File: config.mk
export PLATFORM = sky130hd
export DESIGN_NAME = square_voice_scheduler
export DESIGN_NICKNAME = d
export VERILOG_FILES = /design/src/rtl/square_sched_pkg.sv /design/src/rtl/square_voice_ctx_store.sv /design/src/rtl/square_voice_scheduler.sv
export SDC_FILE = /design/constraint.sdc
export NUM_CORES = 2
export LEC_CHECK = 0
export BUFFER_PORTS_ARGS = -buffer_cell sky130_fd_sc_hd__buf_2
export CAP_MARGIN = 40
export CORE_AREA = 5 5 280 282
export CTS_CLUSTER_DIAMETER = 80
export DETAILED_ROUTE_END_ITERATION = 12
export DIE_AREA = 0 0 285 287
export PLACE_DENSITY = 0.88
export SYNTH_ARGS = -nofsm -noshare
export SYNTH_HDL_FRONTEND = slang
export SYNTH_SLANG_ARGS = --single-unit
export TNS_END_PERCENT = 100
File: constraint.sdc
create_clock -name clk -period 4.02 [get_ports clk]
set_input_delay 1.005 -clock clk [delete_from_list [all_inputs] [get_ports clk]]
set_output_delay 1.005 -clock clk [all_outputs]
set_load 0.05 [all_outputs]
File: src/rtl/square_sched_pkg.sv
// Shared types for the time-multiplexed square voice scheduler.
// Voice context layout, scheduler states and default amplitude.
package square_sched_pkg;

    typedef struct packed {
        logic        active;
        int          sample;
        int          counter;
        logic [31:0] wave_length;
    } voice_ctx_t;

    typedef enum logic {
        IDLE = 1'b0,
        RUN  = 1'b1
    } sched_state_t;

    localparam int DEFAULT_AMPLITUDE = 1 << 20;

endpackage

File: src/rtl/square_voice_ctx_store.sv
// Per-voice context registers: one combinational read port,
// a writeback port and a command port that overrides writeback.
module square_voice_ctx_store
    import square_sched_pkg::*;
#(
    parameter int NUM_VOICES = 8,
    parameter int AMPLITUDE  = DEFAULT_AMPLITUDE,
    parameter int VW         = $clog2(NUM_VOICES)
) (
    input  logic                  clk,
    input  logic                  reset_n,
    input  logic [VW-1:0]         rd_idx,
    output logic [31:0]           rd_sample,
    output logic [31:0]           rd_counter,
    output logic [31:0]           rd_wave_length,
    input  logic                  wb_en,
    input  logic [VW-1:0]         wb_idx,
    input  logic [31:0]           wb_sample,
    input  logic [31:0]           wb_counter,
    input  logic                  cmd_en,
    input  logic [VW-1:0]         cmd_idx,
    input  logic                  cmd_on,
    input  logic [31:0]           cmd_wave_length,
    output logic [NUM_VOICES-1:0] active_mask
);

    voice_ctx_t ctx [NUM_VOICES];
    logic       wb_hit;

    assign wb_hit = wb_en && !(cmd_en && (cmd_idx == wb_idx));

    assign rd_sample      = ctx[rd_idx].sample;
    assign rd_counter     = ctx[rd_idx].counter;
    assign rd_wave_length = ctx[rd_idx].wave_length;

    always_comb begin
        active_mask = '0;
        for (int i = 0; i < NUM_VOICES; i++) begin
            active_mask[i] = ctx[i].active;
        end
    end

    always_ff @(posedge clk or negedge reset_n) begin
        if (!reset_n) begin
            for (int i = 0; i < NUM_VOICES; i++) begin
                ctx[i].active      <= 1'b0;
                ctx[i].sample      <= -AMPLITUDE;
                ctx[i].counter     <= 1;
                ctx[i].wave_length <= 32'd0;
            end
        end else begin
            if (wb_hit) begin
                ctx[wb_idx].sample  <= wb_sample;
                ctx[wb_idx].counter <= wb_counter;
            end
            if (cmd_en) begin
                // periods below 2 frames cannot toggle, so they stay silent
                if (cmd_on) begin
                    ctx[cmd_idx].active      <= (cmd_wave_length >= 32'd2);
                    ctx[cmd_idx].sample      <= -AMPLITUDE;
                    ctx[cmd_idx].counter     <= 1;
                    ctx[cmd_idx].wave_length <= cmd_wave_length;
                end else begin
                    ctx[cmd_idx].active <= 1'b0;
                end
            end
        end
    end

endmodule

File: src/rtl/square_voice_scheduler.sv
// Round-robin scheduler sharing one Square oscillator across voices,
// producing one signed mix sample per frame of NUM_VOICES cycles.
module square_voice_scheduler
    import square_sched_pkg::*;
#(
    parameter int NUM_VOICES = 8,
    parameter int AMPLITUDE  = DEFAULT_AMPLITUDE,
    parameter int VW         = $clog2(NUM_VOICES),
    parameter int SUM_W      = 32 + VW
) (
    input  logic                  clk,
    input  logic                  reset_n,
    input  logic                  cmd_valid,
    output logic                  cmd_ready,
    input  logic [VW-1:0]         cmd_voice,
    input  logic                  cmd_on,
    input  logic [31:0]           cmd_wave_length,
    output logic                  osc_set,
    output logic [31:0]           osc_set_sample,
    output logic [31:0]           osc_set_counter,
    output logic [31:0]           osc_wave_length,
    input  logic [31:0]           osc_out,
    input  logic [31:0]           osc_counter,
    output logic                  mix_valid,
    output logic [SUM_W-1:0]      mix_out,
    output logic [NUM_VOICES-1:0] active_mask
);

    localparam logic [VW-1:0] LAST = VW'(NUM_VOICES - 1);

    sched_state_t            state;
    logic [VW-1:0]           cur;
    logic [VW-1:0]           prev;
    logic                    prev_valid;
    logic                    kill;
    logic signed [SUM_W-1:0] acc;
    logic signed [SUM_W-1:0] contrib;
    logic                    run;
    logic                    cmd_fire;
    logic                    wb_take;

    assign run       = (state == RUN);
    assign cmd_ready = run;
    assign osc_set   = run;
    assign cmd_fire  = cmd_valid && cmd_ready;
    assign wb_take   = run && prev_valid && active_mask[prev] && !kill;
    assign contrib   = wb_take ? {{VW{osc_out[31]}}, osc_out} : '0;

    square_voice_ctx_store #(
        .NUM_VOICES(NUM_VOICES),
        .AMPLITUDE (AMPLITUDE),
        .VW        (VW)
    ) u_store (
        .clk            (clk),
        .reset_n        (reset_n),
        .rd_idx         (cur),
        .rd_sample      (osc_set_sample),
        .rd_counter     (osc_set_counter),
        .rd_wave_length (osc_wave_length),
        .wb_en          (wb_take),
        .wb_idx         (prev),
        .wb_sample      (osc_out),
        .wb_counter     (osc_counter),
        .cmd_en         (cmd_fire),
        .cmd_idx        (cmd_voice),
        .cmd_on         (cmd_on),
        .cmd_wave_length(cmd_wave_length),
        .active_mask    (active_mask)
    );

    always_ff @(posedge clk or negedge reset_n) begin
        if (!reset_n) begin
            state      <= IDLE;
            cur        <= '0;
            prev       <= '0;
            prev_valid <= 1'b0;
            kill       <= 1'b0;
            acc        <= '0;
            mix_valid  <= 1'b0;
            mix_out    <= '0;
        end else begin
            mix_valid <= 1'b0;
            if (!run) begin
                state <= RUN;
            end else begin
                prev       <= cur;
                prev_valid <= 1'b1;
                cur        <= cur + 1'b1;
                // an in-flight voice must not overwrite a fresh command
                kill       <= cmd_fire && (cmd_voice == cur);
                if (prev_valid) begin
                    if (prev == LAST) begin
                        mix_out   <= acc + contrib;
                        mix_valid <= 1'b1;
                        acc       <= '0;
                    end else begin
                        acc <= acc + contrib;
                    end
                end
            end
        end
    end

endmodule

==> impl_results.rst <==
.. list-table::
   :header-rows: 1

   * - Metric
     - Value
   * - Setup skew after layout
     - roughly 0.045 ns
   * - Total vias in the final route
     - 37318
   * - Maximum number of pins on one net before global-route repair
     - between 90 and 100
   * - Input/output buffers
     - between 200 and 250
   * - Cell accounting for the most synthesized area
     - sky130_fd_sc_hd__dfrtp_1
   * - Vias in the first global route
     - 38467
   * - Grt ovf
     - 0
   * - Total Nets Final
     - 4666
   * - Max-slew violation count
     - 0
   * - Power Dens Cells
     - 842 nW/um^2
   * - Die Ht
     - roughly 290 um
   * - Count of clock tree sinks
     - roughly 860
   * - Synth Warn #
     - 0
   * - Core Region
     - 75400 um^2
   * - Width of the die
     - around 290 um
   * - Time the final worst path needs with I/O delays and setup
     - a little under 4 ns
   * - Final setup violation count
     - 0
   * - Top-area cell type share of the netlist area
     - 45.1%
   * - Count of placed standard cells including taps
     - 5406
   * - Detailed-route wire length per cell
     - around 26 um
   * - Area overhead of the layout relative to synthesis
     - 14.7%
   * - Total number of placement rows
     - 101
   * - Slowest CP cell
     - sky130_fd_sc_hd__dfrtp_4
   * - Max-cap violation count
     - 0
   * - Count of state elements after synthesis
     - ~860
   * - Clock latency on the worst-skew pair
     - 0.69 ns
   * - Global router's overall resource usage
     - between 30% and 40%
   * - Data required, critical path
     - 3.01 ns
   * - Critical Path Fanout Max
     - 45
   * - Fraction of registers with async set/reset
     - 100%
   * - Kind of critical path
     - reg2out
   * - Synthesized instance count
     - around 4400
   * - Initial antenna violation count
     - 22
   * - Nature of the critical path endpoint
     - output port
   * - Cell area after synthesis
     - 41800 um^2
   * - Critical-path cell list
     - buf_12 -> mux4_2 -> mux2_2 -> buf_2
   * - Clock transition at the registers of the reported paths
     - about 0.06 ns
   * - List of most frequent post-synthesis cells
     - sky130_fd_sc_hd__nand2_1 (1892), sky130_fd_sc_hd__dfrtp_1 (752), sky130_fd_sc_hd__a21oi_1 (439), sky130_fd_sc_hd__clkbuf_1 (240), sky130_fd_sc_hd__mux4_2 (194)
   * - CP startpoint kind
     - flip-flop
   * - First-iteration detailed-routing DRC count
     - 5789
   * - Clk root buf
     - sky130_fd_sc_hd__clkbuf_16
   * - Predominant post-synthesis flop cell
     - sky130_fd_sc_hd__dfrtp_1
   * - HPWL after DPL
     - 83.6 mm
   * - I/O pin total
     - between 200 and 250
   * - DR DRC count
     - 0
   * - Worst path max stage delay
     - 0.66 ns
   * - Class of the tightest hold or removal check
     - in2async
   * - Status
     - completed
   * - Peak VDD IR
     - roughly 1100 uV
   * - Number of nets in the synthesized netlist
     - 4567
   * - Fraction of layout instances using a drive strength above 1
     - approximately 22%
   * - Transition time at the pin with the least slew margin
     - 0.987 ns
   * - Area of placed instances
     - 44600 um^2
   * - Mean cell area of the mapped netlist
     - roughly 9.4 um^2
   * - Number of failing hold endpoints at the final stage
     - 0
   * - F_max
     - 253 MHz
   * - Worst R2R Path Depth
     - 14
   * - Mean number of vias per cell
     - between 6 and 7
   * - H-tree levels
     - 3
   * - Number of buffers inserted during clock tree synthesis
     - 92
   * - Count of unique library cells instantiated by Yosys
     - 66
   * - Synth top area cells
     - sky130_fd_sc_hd__dfrtp_1 (45%), sky130_fd_sc_hd__nand2_1 (17%), sky130_fd_sc_hd__mux4_2 (10%)
   * - Total detailed-routing wirelength
     - 143 mm
   * - Final ANT Viol Nets
     - 0
   * - Area of all placed cells without fillers
     - 47900 um^2
   * - Post-route clock period utilization
     - 98.1%
   * - Count leader, synth
     - sky130_fd_sc_hd__nand2_1
   * - CTS tree
     - yes
   * - Global-route wire length before repair
     - 219 mm
   * - Routability cong.
     - 0.957
   * - Number of buffers added to fix hold violations after cts
     - 0
   * - Number of enable-type register cells in the synthesized netlist
     - 0
   * - Max Root-Sink Buffers
     - 3
   * - Arrival time worst endpoint
     - 2.94 ns
   * - Filler Cell Count
     - 5172
   * - Starting density of the core
     - 55.4%
   * - Worst slew margin relative to its limit
     - 34.1%
   * - First-pass DRT Iterations
     - 8
   * - Area of the die
     - 81800 um^2
   * - Non-Filler Instances
     - 5600
   * - LEAKAGE
     - about 23 nW
   * - Register area share after synthesis
     - 51.6%
   * - RSZ-0062 raised after global routing
     - yes
## registers in the layout (all words and copies together), names as in the netlist
register	count
mix_out	35
mix_valid	1
u_store.ctx	768
cur	3
acc	35
prev_valid	1
cmd_ready	1
prev	3
u_store.active_mask	8
kill	1
## where the power goes
group / total [mW] / internal, mW / switching (mW)
clock: 8.97 / 5.17 / 3.80
combinational: 17.2 / 6.50 / 10.7
sequential: 14.2 / 12.1 / 2.09
## per-layer routing
layer	vias up	wire length (um)	GRT usage, %
li1	14922	-	-
met1	18140	47300	41.8
met2	3394	65500	52.8
met3	856	20500	11.5
met4	6	9920	21.7
met5	-	42	0
## repair_timing
action                     in CTS  in global routing
setup endpoints to repair      17                 25
pin swaps                       0                  4
buffers inserted                2                  3
gates cloned                    0                  0
gates resized for setup         4                 13
## worst paths after layout
path	startpoint	end	slack, ns
setup / recovery	cur[0]	osc_set_sample[13]	0.07
hold / removal	reset_n	u_store.ctx[76]	0.36
setup reg to reg	prev[1]	acc[27]	0.13
hold reg to reg	u_store.ctx[487]	u_store.ctx[487]	0.47
max in group asynchronous	reset_n	u_store.ctx[129]	2.54
min in group clk	u_store.ctx[487]	u_store.ctx[487]	0.47
## placed cells by master, fill, tap and decap left out, types with 5 or more instances in the layout
master,netlist,routed
sky130_fd_sc_hd__and2_1,45,43
sky130_fd_sc_hd__xor2_1,18,18
sky130_fd_sc_hd__o211ai_1,9,9
sky130_fd_sc_hd__ha_1,35,33
sky130_fd_sc_hd__buf_12,0,54
sky130_fd_sc_hd__a21o_1,19,19
sky130_fd_sc_hd__o21ai_0,58,57
sky130_fd_sc_hd__inv_1,12,12
sky130_fd_sc_hd__a211oi_1,7,5
sky130_fd_sc_hd__o31ai_1,5,5
sky130_fd_sc_hd__nand3_1,127,123
sky130_fd_sc_hd__nand2_1,1892,1886
sky130_fd_sc_hd__nand2_2,1,5
sky130_fd_sc_hd__o21bai_1,7,7
sky130_fd_sc_hd__a22o_1,9,9
sky130_fd_sc_hd__clkinv_2,0,19
sky130_fd_sc_hd__clkbuf_8,0,20
sky130_fd_sc_hd__o21a_1,6,6
sky130_fd_sc_hd__nor2_4,0,9
sky130_fd_sc_hd__dfrtp_1,752,748
sky130_fd_sc_hd__nor2_1,36,27
sky130_fd_sc_hd__clkbuf_16,0,92
sky130_fd_sc_hd__nor4_1,10,10
sky130_fd_sc_hd__mux4_2,194,194
sky130_fd_sc_hd__a31o_2,5,5
sky130_fd_sc_hd__a31oi_1,6,6
sky130_fd_sc_hd__a21oi_1,439,439
sky130_fd_sc_hd__clkbuf_1,240,17
sky130_fd_sc_hd__buf_2,115,243
sky130_fd_sc_hd__dfstp_2,104,104
sky130_fd_sc_hd__diode_2,0,19
sky130_fd_sc_hd__xnor2_1,16,16
sky130_fd_sc_hd__nor3_1,11,11
sky130_fd_sc_hd__bufinv_16,0,8
sky130_fd_sc_hd__and3_1,10,8
sky130_fd_sc_hd__nand4_1,15,15
sky130_fd_sc_hd__buf_4,22,114
sky130_fd_sc_hd__mux2_2,107,107
## layout make-up
class / instances / area [um^2] / share of cell area [%]
clock buffer: 129 / 2640 / 5.51
timing repair buffer: 417 / 3260 / 6.80
clock inverter: 41 / 564 / 1.18
inverter: 12 / 45.0 / 0.0940
antenna: 19 / 47.5 / 0.0992
multi-input combinational: 3148 / 18600 / 38.8
sequential: 856 / 21600 / 45.0
tap: 978 / 1220 / 2.55
## worst max-delay path: cells and delay by family, from the launching register on
family	cells	cell delay [ns]
mux	2	0.93
flops	1	0.66
buf+inv	2	0.61
## per-stage QoR
step           util (%)  worst slack [ns]  hold slack [ns]  setup TNS [ns]  total power, mW
6_report           63.5            0.0748            0.363               0             40.4
5_1_grt            63.5          -0.00795            0.424        -0.00795             41.9
4_1_cts            63.4          -0.00682            0.385        -0.00682             39.9
3_5_place_dp       59.1            -0.146            0.457          -0.430             30.7
3_3_place_gp       59.0           -0.0628            0.452         -0.0948             30.0
2_1_floorplan         -             0.130            0.440               0             25.8
## cell families after synthesis
logic type,after synthesis,synth area share [%]
simple gates,2179,20.9
buf+inv,424,4.36
xor+xnor,34,0.713
flops,856,51.6
compound gates,596,7.92
fa+ha+maj,36,1.10
other cells,1,0.00898
mux,302,13.4
Note: power is estimated with default switching activity, not from simulation.
